===== config.mk =====
export PLATFORM = sky130hd
export DESIGN_NAME = tdm_demux4
export DESIGN_NICKNAME = d
export VERILOG_FILES = /design/src/rtl/tdm_demux4.sv
export SDC_FILE = /design/constraint.sdc
export NUM_CORES = 1
export LEC_CHECK = 0
export BUFFER_PORTS_ARGS = -buffer_cell sky130_fd_sc_hd__buf_2
export CAP_MARGIN = 30
export CORE_MARGIN = 5
export CORE_UTILIZATION = 57
export CTS_CLUSTER_DIAMETER = 60
export DETAILED_ROUTE_END_ITERATION = 16
export PLACE_DENSITY = 0.83
export SLEW_MARGIN = 5
export SYNTH_ARGS = -nofsm -noshare
export SYNTH_HDL_FRONTEND = slang
export SYNTH_SLANG_ARGS = --single-unit
export TNS_END_PERCENT = 10

===== constraint.sdc =====
create_clock -name clk -period 4.8 [get_ports clk]
set_input_delay 0.72 -clock clk [delete_from_list [all_inputs] [get_ports clk]]
set_output_delay 0.72 -clock clk [all_outputs]
set_load 0.005 [all_outputs]

===== src/rtl/tdm_demux4.sv =====
// Receive end of the 4-channel TDM link: reassembles four serial beats per frame
// into parallel channel registers presented through a valid/ready handshake.
module tdm_demux4 #(
    parameter int WIDTH = 4
) (
    input  logic             clk,
    input  logic             reset_n,
    input  logic             en,
    input  logic             in_valid,
    input  logic             in_sof,
    input  logic [WIDTH-1:0] in_data,
    output logic [WIDTH-1:0] out_a,
    output logic [WIDTH-1:0] out_b,
    output logic [WIDTH-1:0] out_c,
    output logic [WIDTH-1:0] out_d,
    output logic             out_valid,
    input  logic             out_ready,
    output logic             frame_err,
    output logic             overflow,
    output logic             busy
);

    typedef enum logic {
        IDLE,
        COLLECT
    } state_t;

    state_t           state, state_next;
    logic [1:0]       cnt, cnt_next;
    logic [WIDTH-1:0] shadow [3];

    logic       accept;
    logic       shadow_we;
    logic [1:0] shadow_idx;
    logic       complete;
    logic       load;
    logic       err_next;
    logic       ovf_next;
    logic       valid_next;

    // NOTE: every signal driven here gets a default first, so no path leaves it unassigned (no latch).
    always_comb begin
        accept     = en && in_valid;
        state_next = state;
        cnt_next   = cnt;
        shadow_we  = 1'b0;
        shadow_idx = 2'd0;
        complete   = 1'b0;
        err_next   = 1'b0;

        case (state)
            IDLE: begin
                if (accept && in_sof) begin
                    shadow_we  = 1'b1;
                    cnt_next   = 2'd1;
                    state_next = COLLECT;
                end
            end
            COLLECT: begin
                if (accept) begin
                    if (in_sof) begin
                        // Resynchronise on the new marker; the partial frame is abandoned.
                        err_next  = 1'b1;
                        shadow_we = 1'b1;
                        cnt_next  = 2'd1;
                    end else if (cnt == 2'd3) begin
                        complete   = 1'b1;
                        cnt_next   = 2'd0;
                        state_next = IDLE;
                    end else begin
                        shadow_we  = 1'b1;
                        shadow_idx = cnt;
                        cnt_next   = cnt + 2'd1;
                    end
                end
            end
            default: begin
                state_next = IDLE;
                cnt_next   = 2'd0;
            end
        endcase

        // A completed frame may only replace the presented one if that one is free or leaving now.
        load     = complete && (!out_valid || out_ready);
        ovf_next = complete && !load;

        if (load)
            valid_next = 1'b1;
        else if (out_ready)
            valid_next = 1'b0;
        else
            valid_next = out_valid;
    end

    // NOTE: sequential state uses non-blocking assignments so all registers update from pre-edge values.
    always_ff @(posedge clk) begin
        if (!reset_n) begin
            state <= IDLE;
            cnt   <= 2'd0;
        end else begin
            state <= state_next;
            cnt   <= cnt_next;
        end
    end

    // NOTE: the three-entry shadow store is cleared on reset so a discarded frame never leaks out.
    always_ff @(posedge clk) begin
        if (!reset_n) begin
            for (int i = 0; i < 3; i++)
                shadow[i] <= '0;
            out_a     <= '0;
            out_b     <= '0;
            out_c     <= '0;
            out_d     <= '0;
            out_valid <= 1'b0;
            frame_err <= 1'b0;
            overflow  <= 1'b0;
        end else begin
            for (int i = 0; i < 3; i++)
                if (shadow_we && shadow_idx == 2'(i))
                    shadow[i] <= in_data;
            // Slot 3 is taken straight from the bus on the completing edge.
            if (load) begin
                out_a <= shadow[0];
                out_b <= shadow[1];
                out_c <= shadow[2];
                out_d <= in_data;
            end
            out_valid <= valid_next;
            frame_err <= err_next;
            overflow  <= ovf_next;
        end
    end

    assign busy = (state == COLLECT);

endmodule


==> results of run 1 <==
per-layer routing:
| layer | vias to the layer above | GRT usage (%) |
|---|---|---|
| li1 | 527 | - |
| met5 | - | 0 |
| met3 | 7 | 4.75 |
| met4 | 0 | 12.0 |
| met2 | 31 | 27.9 |
| met1 | 519 | 18.2 |
critical path, stage by stage:
cell and delay, ns:
buf_2 0.50, nand3_1 0.33, o21ai_0 0.59
flip-flops by register name, summed over array words and instances, names as in the netlist:
| name | count |
|---|---|
| busy | 1 |
| cnt | 2 |
| frame_err | 1 |
| out_a | 4 |
| out_b | 4 |
| out_c | 4 |
| out_d | 4 |
| out_valid | 1 |
| overflow | 1 |
| shadow | 12 |
logic make-up (layout without fill, tap and decap cells):
family / after synthesis / after routing / share of synthesized area, %
AOI/OAI and AO/OA: 13 / 13 / 5.42
xor gates and xnor gates: 1 / 1 / 0.613
adders and majority gates: 3 / 3 / 2.62
buffers and inverters: 10 / 41 / 4.29
DFF: 34 / 34 / 56.0
muxes: 16 / 16 / 11.2
and+or+nand+nor: 61 / 61 / 19.9
layout make-up:
cell class	count	area, um2	area share (%)
tap	30	37.5	2.32
multi-input combinational	94	568	35.1
inverter	3	11.3	0.695
clock inverter	2	8.76	0.541
clock buffer	6	41.3	2.55
timing repair buffer	30	153	9.42
sequential	34	801	49.4
placed cells by master (no fill, tap or decap):
| master | synthesis | layout |
|---|---|---|
| nand2b_1 | 2 | 2 |
| inv_1 | 3 | 3 |
| clkbuf_1 | 4 | 1 |
| nor3b_1 | 1 | 1 |
| a21boi_0 | 1 | 1 |
| a32oi_1 | 1 | 1 |
| mux2i_1 | 16 | 16 |
| nor2_1 | 3 | 3 |
| o22ai_1 | 4 | 4 |
| a31oi_1 | 1 | 1 |
| clkbuf_4 | 0 | 5 |
| clkinv_2 | 0 | 1 |
| xor2_1 | 1 | 1 |
| nor3b_2 | 1 | 1 |
| buf_4 | 0 | 1 |
| ha_1 | 3 | 3 |
| dfxtp_1 | 22 | 22 |
| a21oi_1 | 1 | 1 |
| nor2b_1 | 3 | 3 |
| o21ai_0 | 5 | 5 |
| and4b_4 | 1 | 1 |
| and3_2 | 1 | 1 |
| edfxtp_1 | 12 | 12 |
| nand3_1 | 4 | 4 |
| nand4b_1 | 1 | 1 |
| clkinv_1 | 0 | 1 |
| nand2_1 | 42 | 42 |
| or2b_1 | 1 | 1 |
| and3_1 | 1 | 1 |
| buf_2 | 0 | 29 |
worst max path at each step:
stage                       start            to  slack [ns]
after global placement    reset_n  shadow[2][1]        2.33
after floorplan            in_sof  shadow[1][0]        2.86
after global routing      reset_n  shadow[1][1]        2.49
final                     reset_n  shadow[1][1]        2.63
after detailed placement  reset_n  shadow[1][2]        2.30
after CTS                 reset_n  shadow[1][1]        2.64
per-stage QoR:
step	hold WS, ns	area, um2
2_1_floorplan	0.451	1430
3_3_place_gp	0.441	1570
3_5_place_dp	0.445	1570
4_1_cts	0.465	1620
5_1_grt	0.477	1620
6_report	0.459	1620
where the power goes:
part | leakage, nW | switching [mW] | internal (mW)
sequential | 0.302 | 0.00293 | 0.304
combinational | 0.316 | 0.0173 | 0.00899
clock | 0.0297 | 0.0924 | 0.0549
==> impl_metrics.prom, run 1 <==
# TYPE chip_impl_metric gauge
chip_impl_metric{name="initial_utilization",unit="%"} 58.8
chip_impl_info{name="regToRegStartpoint",value="cnt[0]"} 1
chip_impl_metric{name="post-route-util",unit="%"} 66.6
chip_impl_metric{name="drc",unit=""} 0
chip_impl_metric{name="yosysWarnings",unit=""} 0
chip_impl_metric{name="clock_skew",unit="ns"} 0.00812
chip_impl_metric{name="area_growth",unit="%"} 13.3
chip_impl_metric{name="layout-drive-gt1-share",unit="%"} 23.1
chip_impl_metric{name="routedLengthMet1",unit="mm"} 1.07
chip_impl_metric{name="endpoints_failing_setup",unit=""} 0
chip_impl_metric{name="holdPathStages",unit=""} 2
chip_impl_metric{name="grt_max_degree",unit=""} 42
chip_impl_metric{name="fmax",unit="MHz"} 460
chip_impl_metric{name="worst_ir_drop_vdd",unit="uV"} 226
chip_impl_info{name="root_buffer",value="clkbuf_4"} 1
chip_impl_metric{name="global_route.usage.total",unit="%"} 16.8
chip_impl_metric{name="timing.setup.tns",unit="ns"} 0
chip_impl_metric{name="grt_first_pass_wirelength",unit="mm"} 4.39
chip_impl_metric{name="syn-cell-area",unit="mm2"} 0.00143
chip_impl_metric{name="total_power",unit="mW"} 0.481
chip_impl_info{name="timing.critical_path.from_type",value="input pin"} 1
chip_impl_metric{name="cts.sinks",unit=""} 34
chip_impl_metric{name="detailedRoute.firstPassIterationCount",unit=""} 4
chip_impl_info{name="whs_endpoint",value="out_d[2]"} 1
chip_impl_metric{name="min_period",unit="ns"} 2.17
chip_impl_info{name="run_status",value="finished, final reports clean"} 1
chip_impl_info{name="synth_top_cells_by_area",value="dfxtp_1 (31%), edfxtp_1 (25%), mux2i_1 (11%)"} 1
chip_impl_metric{name="slew_headroom",unit="%"} 49.3
chip_impl_metric{name="netlist_instances",unit=""} 138
chip_impl_metric{name="synth_cell_types",unit=""} 28
chip_impl_metric{name="die-width",unit="um"} 60.1
chip_impl_metric{name="port_buffers",unit=""} 29
chip_impl_metric{name="num_antenna_cells",unit=""} 0
chip_impl_metric{name="timing.final.crit_share",unit="%"} 45.3
chip_impl_metric{name="rd_place_congestion",unit=""} 0.909
chip_impl_metric{name="hold_viol",unit=""} 0
chip_impl_metric{name="worst_path_arrival_time",unit="ns"} 2.15
chip_impl_metric{name="reg2reg_slack",unit="ns"} 2.78
chip_impl_metric{name="detailroute.wirelength.met2",unit="mm"} 1.33
chip_impl_metric{name="synthesis.nets",unit=""} 151
chip_impl_info{name="worst_hold_path_type",value="flop to flop"} 1
chip_impl_metric{name="power.leakage",unit="nW"} 0.647
chip_impl_metric{name="clock_path_buffers",unit=""} 2
chip_impl_metric{name="initial_antenna_violation_count",unit=""} 0
chip_impl_metric{name="worst-r2r-cell-count",unit=""} 5
chip_impl_metric{name="pin_count",unit=""} 30
chip_impl_info{name="critPathKind",value="input pin to flop"} 1
chip_impl_metric{name="globalRouteOverflowTotal",unit=""} 0
chip_impl_metric{name="vias",unit=""} 1084
chip_impl_metric{name="cts.repair_timing.setup_buffer_count",unit=""} 0
chip_impl_metric{name="core_box_area",unit="mm2"} 0.00243
chip_impl_metric{name="finalMaxSlewViolations",unit=""} 0
chip_impl_metric{name="dr.first_iter.drc_count",unit=""} 39
chip_impl_metric{name="avgViaCountPerCell",unit=""} 5.45
chip_impl_metric{name="drt-total-wl",unit="mm"} 2.63
chip_impl_info{name="most_common_cell_in_the_netlist",value="nand2_1"} 1
chip_impl_metric{name="synth.ff_latch_count",unit=""} 34
chip_impl_metric{name="worst_slew_pin_tran",unit="ns"} 0.757
chip_impl_metric{name="cts_inserted_buffers",unit=""} 5
chip_impl_metric{name="timing.critical_path.fanout_max",unit=""} 41
chip_impl_info{name="worst_setup_path_end_kind",value="flop"} 1
chip_impl_metric{name="clk_latency",unit="ns"} 0.34
chip_impl_metric{name="floorplan.die_area",unit="mm2"} 0.00361
chip_impl_metric{name="fillers",unit=""} 205
chip_impl_metric{name="synth_top_area_share",unit="%"} 30.8
chip_impl_info{name="maxUsedRoutingLayer",value="met4"} 1
chip_impl_metric{name="dp.final_hpwl",unit="mm"} 1.91
chip_impl_metric{name="met3WireLength",unit="um"} 155
chip_impl_info{name="rsz0062_at_grt",value="false"} 1
chip_impl_metric{name="power.density_cell_area",unit="mW/mm2"} 297
chip_impl_metric{name="final_nets",unit=""} 181
chip_impl_metric{name="synth-edff-count",unit=""} 12
chip_impl_metric{name="first_global_vias",unit=""} 1056
chip_impl_metric{name="cts.clk_slew.worst_paths",unit="ns"} 0.09
chip_impl_metric{name="preCtsSetupSlack",unit="ns"} 2.30
chip_impl_metric{name="post_route_worst_setup_slack",unit="ns"} 2.63
chip_impl_info{name="cts_tree",value="done"} 1
chip_impl_metric{name="htree_num_levels",unit=""} 2
chip_impl_metric{name="post_cts_hold_buffer_count",unit=""} 0
chip_impl_metric{name="total_number_of_placement_rows",unit=""} 18
chip_impl_info{name="min_from",value="out_d[2]"} 1
chip_impl_metric{name="postCtsResizedCells",unit=""} 0
chip_impl_metric{name="placed_cells",unit=""} 191
chip_impl_metric{name="die_y",unit="um"} 60.1
chip_impl_metric{name="required_time_of_the_critical_path",unit="ns"} 4.78
chip_impl_info{name="synth_ff_type",value="dfxtp_1"} 1
chip_impl_metric{name="layoutNonFillerInstCount",unit=""} 199
chip_impl_info{name="library_cell_occupying_the_most_area_in_the_post_synthesis_netlist",value="dfxtp_1"} 1
chip_impl_info{name="synth_commonest_cells",value="nand2_1 (42), dfxtp_1 (22), mux2i_1 (16)"} 1
chip_impl_metric{name="avgSynthCellArea",unit="um2"} 10.4
chip_impl_metric{name="synth-seq-area-share",unit="%"} 56.0
chip_impl_metric{name="ant_nets",unit=""} 0
chip_impl_info{name="r2r-end",value="out_b[0]"} 1
chip_impl_metric{name="async_flop_share",unit="%"} 0
chip_impl_metric{name="wl_cell",unit="um"} 13.2
chip_impl_metric{name="max_cap_viol_count",unit=""} 0
Note: power is estimated with default switching activity, not from simulation.
==> run 2, diff against run 1 <==
Settings changed: ABC_AREA from default to 1, CORE_UTILIZATION 57 to 52, PLACE_DENSITY 0.83 to 0.77.
Clock period 4.8 ns to 2.2 ns, I/O delays scaled along.
==> run 2 against run 1 <==
Clock-buffer cell count grew 1. Largest cell class unchanged. Setup slack lost 2.1 ns. Non-clock buffer count is the same.
==> impl_metrics.prom, run 2 <==
# TYPE chip_impl_metric gauge
chip_impl_info{name="run_status",value="finished, final reports clean"} 1
chip_impl_metric{name="max_cap_viol_count",unit=""} 0
chip_impl_metric{name="syn-cell-area",unit="mm2"} 0.00139
chip_impl_info{name="timing.critical_path.to",value="out_c[3]"} 1
chip_impl_metric{name="worst_path_arrival_time",unit="ns"} 1.98
chip_impl_metric{name="placed_cells",unit=""} 198
chip_impl_metric{name="timing.final.crit_share",unit="%"} 78.0
chip_impl_metric{name="required_time_of_the_critical_path",unit="ns"} 2.46
chip_impl_metric{name="async_flop_share",unit="%"} 0
chip_impl_metric{name="endpoints_failing_setup",unit=""} 0
chip_impl_metric{name="vias",unit=""} 1020
chip_impl_info{name="rsz0062_at_grt",value="false"} 1
chip_impl_metric{name="postCtsResizedCells",unit=""} 0
chip_impl_info{name="synth_top_cells_by_area",value="dfxtp_1 (32%), edfxtp_1 (26%), nand2_1 (8.1%)"} 1
chip_impl_metric{name="power.leakage",unit="nW"} 0.647
chip_impl_metric{name="cts.clk_slew.worst_paths",unit="ns"} 0.09
chip_impl_metric{name="clk_latency",unit="ns"} 0.32
chip_impl_metric{name="synthesis.nets",unit=""} 155
chip_impl_info{name="top_register",value="shadow"} 1
chip_impl_metric{name="reg2reg_slack",unit="ns"} 0.48
chip_impl_metric{name="fmax",unit="MHz"} 582
chip_impl_metric{name="global_route.usage.total",unit="%"} 15.5
chip_impl_metric{name="dr.first_iter.drc_count",unit=""} 34
chip_impl_metric{name="worst_slew_pin_tran",unit="ns"} 0.321
chip_impl_metric{name="fillers",unit=""} 228
chip_impl_info{name="layout_commonest_cell",value="nand2_1"} 1
chip_impl_metric{name="synth.ff_latch_count",unit=""} 34
chip_impl_metric{name="globalRouteOverflowTotal",unit=""} 0
chip_impl_metric{name="dp.final_hpwl",unit="mm"} 1.85
chip_impl_info{name="layout.cells.most_common_list",value="nand2_1 (30), buf_2 (29), dfxtp_1 (22)"} 1
chip_impl_metric{name="yosysWarnings",unit=""} 0
chip_impl_metric{name="avgSynthCellArea",unit="um2"} 9.79
chip_impl_metric{name="netlist_instances",unit=""} 142
chip_impl_metric{name="port_buffers",unit=""} 29
chip_impl_info{name="regToRegStartpoint",value="cnt[0]"} 1
chip_impl_metric{name="smallest_hold_slack",unit="ns"} 0.220
chip_impl_metric{name="rd_place_congestion",unit=""} 0.808
chip_impl_metric{name="core_box_area",unit="mm2"} 0.00252
chip_impl_metric{name="htree_num_levels",unit=""} 2
chip_impl_metric{name="slew_headroom",unit="%"} 78.5
chip_impl_metric{name="post_cts_hold_buffer_count",unit=""} 0
chip_impl_metric{name="timing.setup.tns",unit="ns"} 0
chip_impl_metric{name="area_growth",unit="%"} 14.5
chip_impl_info{name="library_cell_occupying_the_most_area_in_the_post_synthesis_netlist",value="dfxtp_1"} 1
chip_impl_metric{name="worst_ir_drop_vdd",unit="uV"} 646
chip_impl_metric{name="ant_nets",unit=""} 0
chip_impl_metric{name="min_period",unit="ns"} 1.72
chip_impl_info{name="most_common_cell_in_the_netlist",value="nand2_1"} 1
chip_impl_metric{name="detailedRoute.firstPassIterationCount",unit=""} 4
chip_impl_metric{name="cts.sinks",unit=""} 34
chip_impl_metric{name="layout-drive-gt1-share",unit="%"} 34.3
chip_impl_metric{name="worst-r2r-cell-count",unit=""} 7
chip_impl_metric{name="initial_antenna_violation_count",unit=""} 0
chip_impl_metric{name="final_nets",unit=""} 188
chip_impl_metric{name="synth_cell_types",unit=""} 24
chip_impl_info{name="synth_commonest_cells",value="nand2_1 (30), dfxtp_1 (22), inv_1 (13)"} 1
chip_impl_metric{name="cts.repair_timing.setup_buffer_count",unit=""} 0
chip_impl_metric{name="die_y",unit="um"} 61.7
chip_impl_metric{name="avgViaCountPerCell",unit=""} 4.98
chip_impl_metric{name="pin_count",unit=""} 30
chip_impl_metric{name="drc",unit=""} 0
chip_impl_metric{name="synth-seq-area-share",unit="%"} 57.6
chip_impl_metric{name="finalMaxSlewViolations",unit=""} 0
chip_impl_info{name="critPathKind",value="flop to flop"} 1
chip_impl_info{name="r2r-end",value="out_c[3]"} 1
chip_impl_metric{name="preCtsSetupSlack",unit="ns"} 0.473
chip_impl_info{name="timing.critical_path.from_type",value="flop"} 1
chip_impl_metric{name="multi_input_comb_area",unit="um2"} 494
chip_impl_metric{name="synth_top_area_share",unit="%"} 31.7
chip_impl_metric{name="die-width",unit="um"} 61.7
chip_impl_metric{name="wl_cell",unit="um"} 11.9
chip_impl_metric{name="clock_skew",unit="ns"} 0.00285
chip_impl_info{name="synth_ff_type",value="dfxtp_1"} 1
chip_impl_metric{name="post_route_worst_setup_slack",unit="ns"} 0.483
chip_impl_info{name="worst_hold_path_type",value="input pin to flop"} 1
chip_impl_metric{name="total_power",unit="mW"} 1.02
chip_impl_info{name="worst_setup_path_end_kind",value="flop"} 1
chip_impl_metric{name="total_number_of_placement_rows",unit=""} 18
chip_impl_metric{name="power.density_cell_area",unit="mW/mm2"} 640
chip_impl_info{name="root_buffer",value="clkbuf_4"} 1
chip_impl_metric{name="regArea",unit="um2"} 801
chip_impl_metric{name="grt_first_pass_wirelength",unit="mm"} 4.18
chip_impl_metric{name="initial_utilization",unit="%"} 55.1
chip_impl_metric{name="first_global_vias",unit=""} 1009
chip_impl_metric{name="hold_viol",unit=""} 0
chip_impl_metric{name="grt_max_degree",unit=""} 18
chip_impl_metric{name="clock_path_buffers",unit=""} 2
chip_impl_metric{name="cts_inserted_buffers",unit=""} 5
chip_impl_metric{name="num_antenna_cells",unit=""} 0
chip_impl_info{name="crit_start",value="cnt[0]"} 1
chip_impl_metric{name="synth-edff-count",unit=""} 12
chip_impl_metric{name="largest_register_ff_count",unit=""} 12
chip_impl_metric{name="layoutNonFillerInstCount",unit=""} 205
chip_impl_metric{name="timing.critical_path.fanout_max",unit=""} 17
chip_impl_metric{name="floorplan.die_area",unit="mm2"} 0.00381
chip_impl_info{name="cts_tree",value="done"} 1
chip_impl_metric{name="drt-total-wl",unit="mm"} 2.45
## run 2: layer usage
metal | track usage (%) | part of all wire (%)
met1 | 16.0 | 41
met3 | 6.20 | 6.0
met4 | 5.45 | 0.41
met2 | 28.1 | 52
met5 | 0 | 0
## run 2: worst min path at each step
stage	from	to	slack (ns)	cells after the start
final	in_valid	busy	0.22	2
after CTS	in_valid	busy	0.20	2
after global placement	out_d[2]	out_d[2]	0.45	2
after floorplan	in_valid	busy	0.43	1
after detailed placement	out_b[0]	out_b[0]	0.45	2
after global routing	in_valid	busy	0.22	2
## run 2: logic make-up (layout without fill, tap and decap cells)
| kind of cell | Yosys count | after routing | share of synthesized area (%) |
|---|---|---|---|
| simple gates | 60 | 60 | 20.9 |
| flops | 34 | 34 | 57.6 |
| compound gates | 25 | 25 | 12.0 |
| buf+inv | 20 | 53 | 6.84 |
| fa+ha+maj | 3 | 3 | 2.70 |
## run 2: per-stage QoR
stage / instance area, um2 / utilization [%]
finish: 1590 / 63.1
detailed placement: 1550 / 61.3
CTS: 1590 / 63.1
global route: 1590 / 63.1
global placement: 1550 / 61.3
floorplan: 1390 / -
## run 2: report_power, final
part           internal [mW]  total, mW  switching, mW  leakage, nW
combinational         0.0143     0.0463         0.0320        0.320
sequential             0.664      0.670        0.00650        0.302
clock                  0.120      0.302          0.182       0.0254
total                  0.798       1.02          0.221        0.647
## run 2: area by class of cell
| cell class | instances | share of cell area (%) |
|---|---|---|
| multi-input cells | 88 | 31.1 |
| inverters | 16 | 3.85 |
| flip-flops and latches | 34 | 50.3 |
| clock buffers | 7 | 2.83 |
| repair buffers | 30 | 9.59 |
| well taps | 30 | 2.36 |
## run 2: critical path: stages, from the launching register on
cell and delay (ns):
dfxtp_1 0.39, ha_1 0.17, inv_1 0.06, nor2_1 0.26, nand3_4 0.25, clkinv_2 0.29, nand2_1 0.10, a21oi_1 0.13
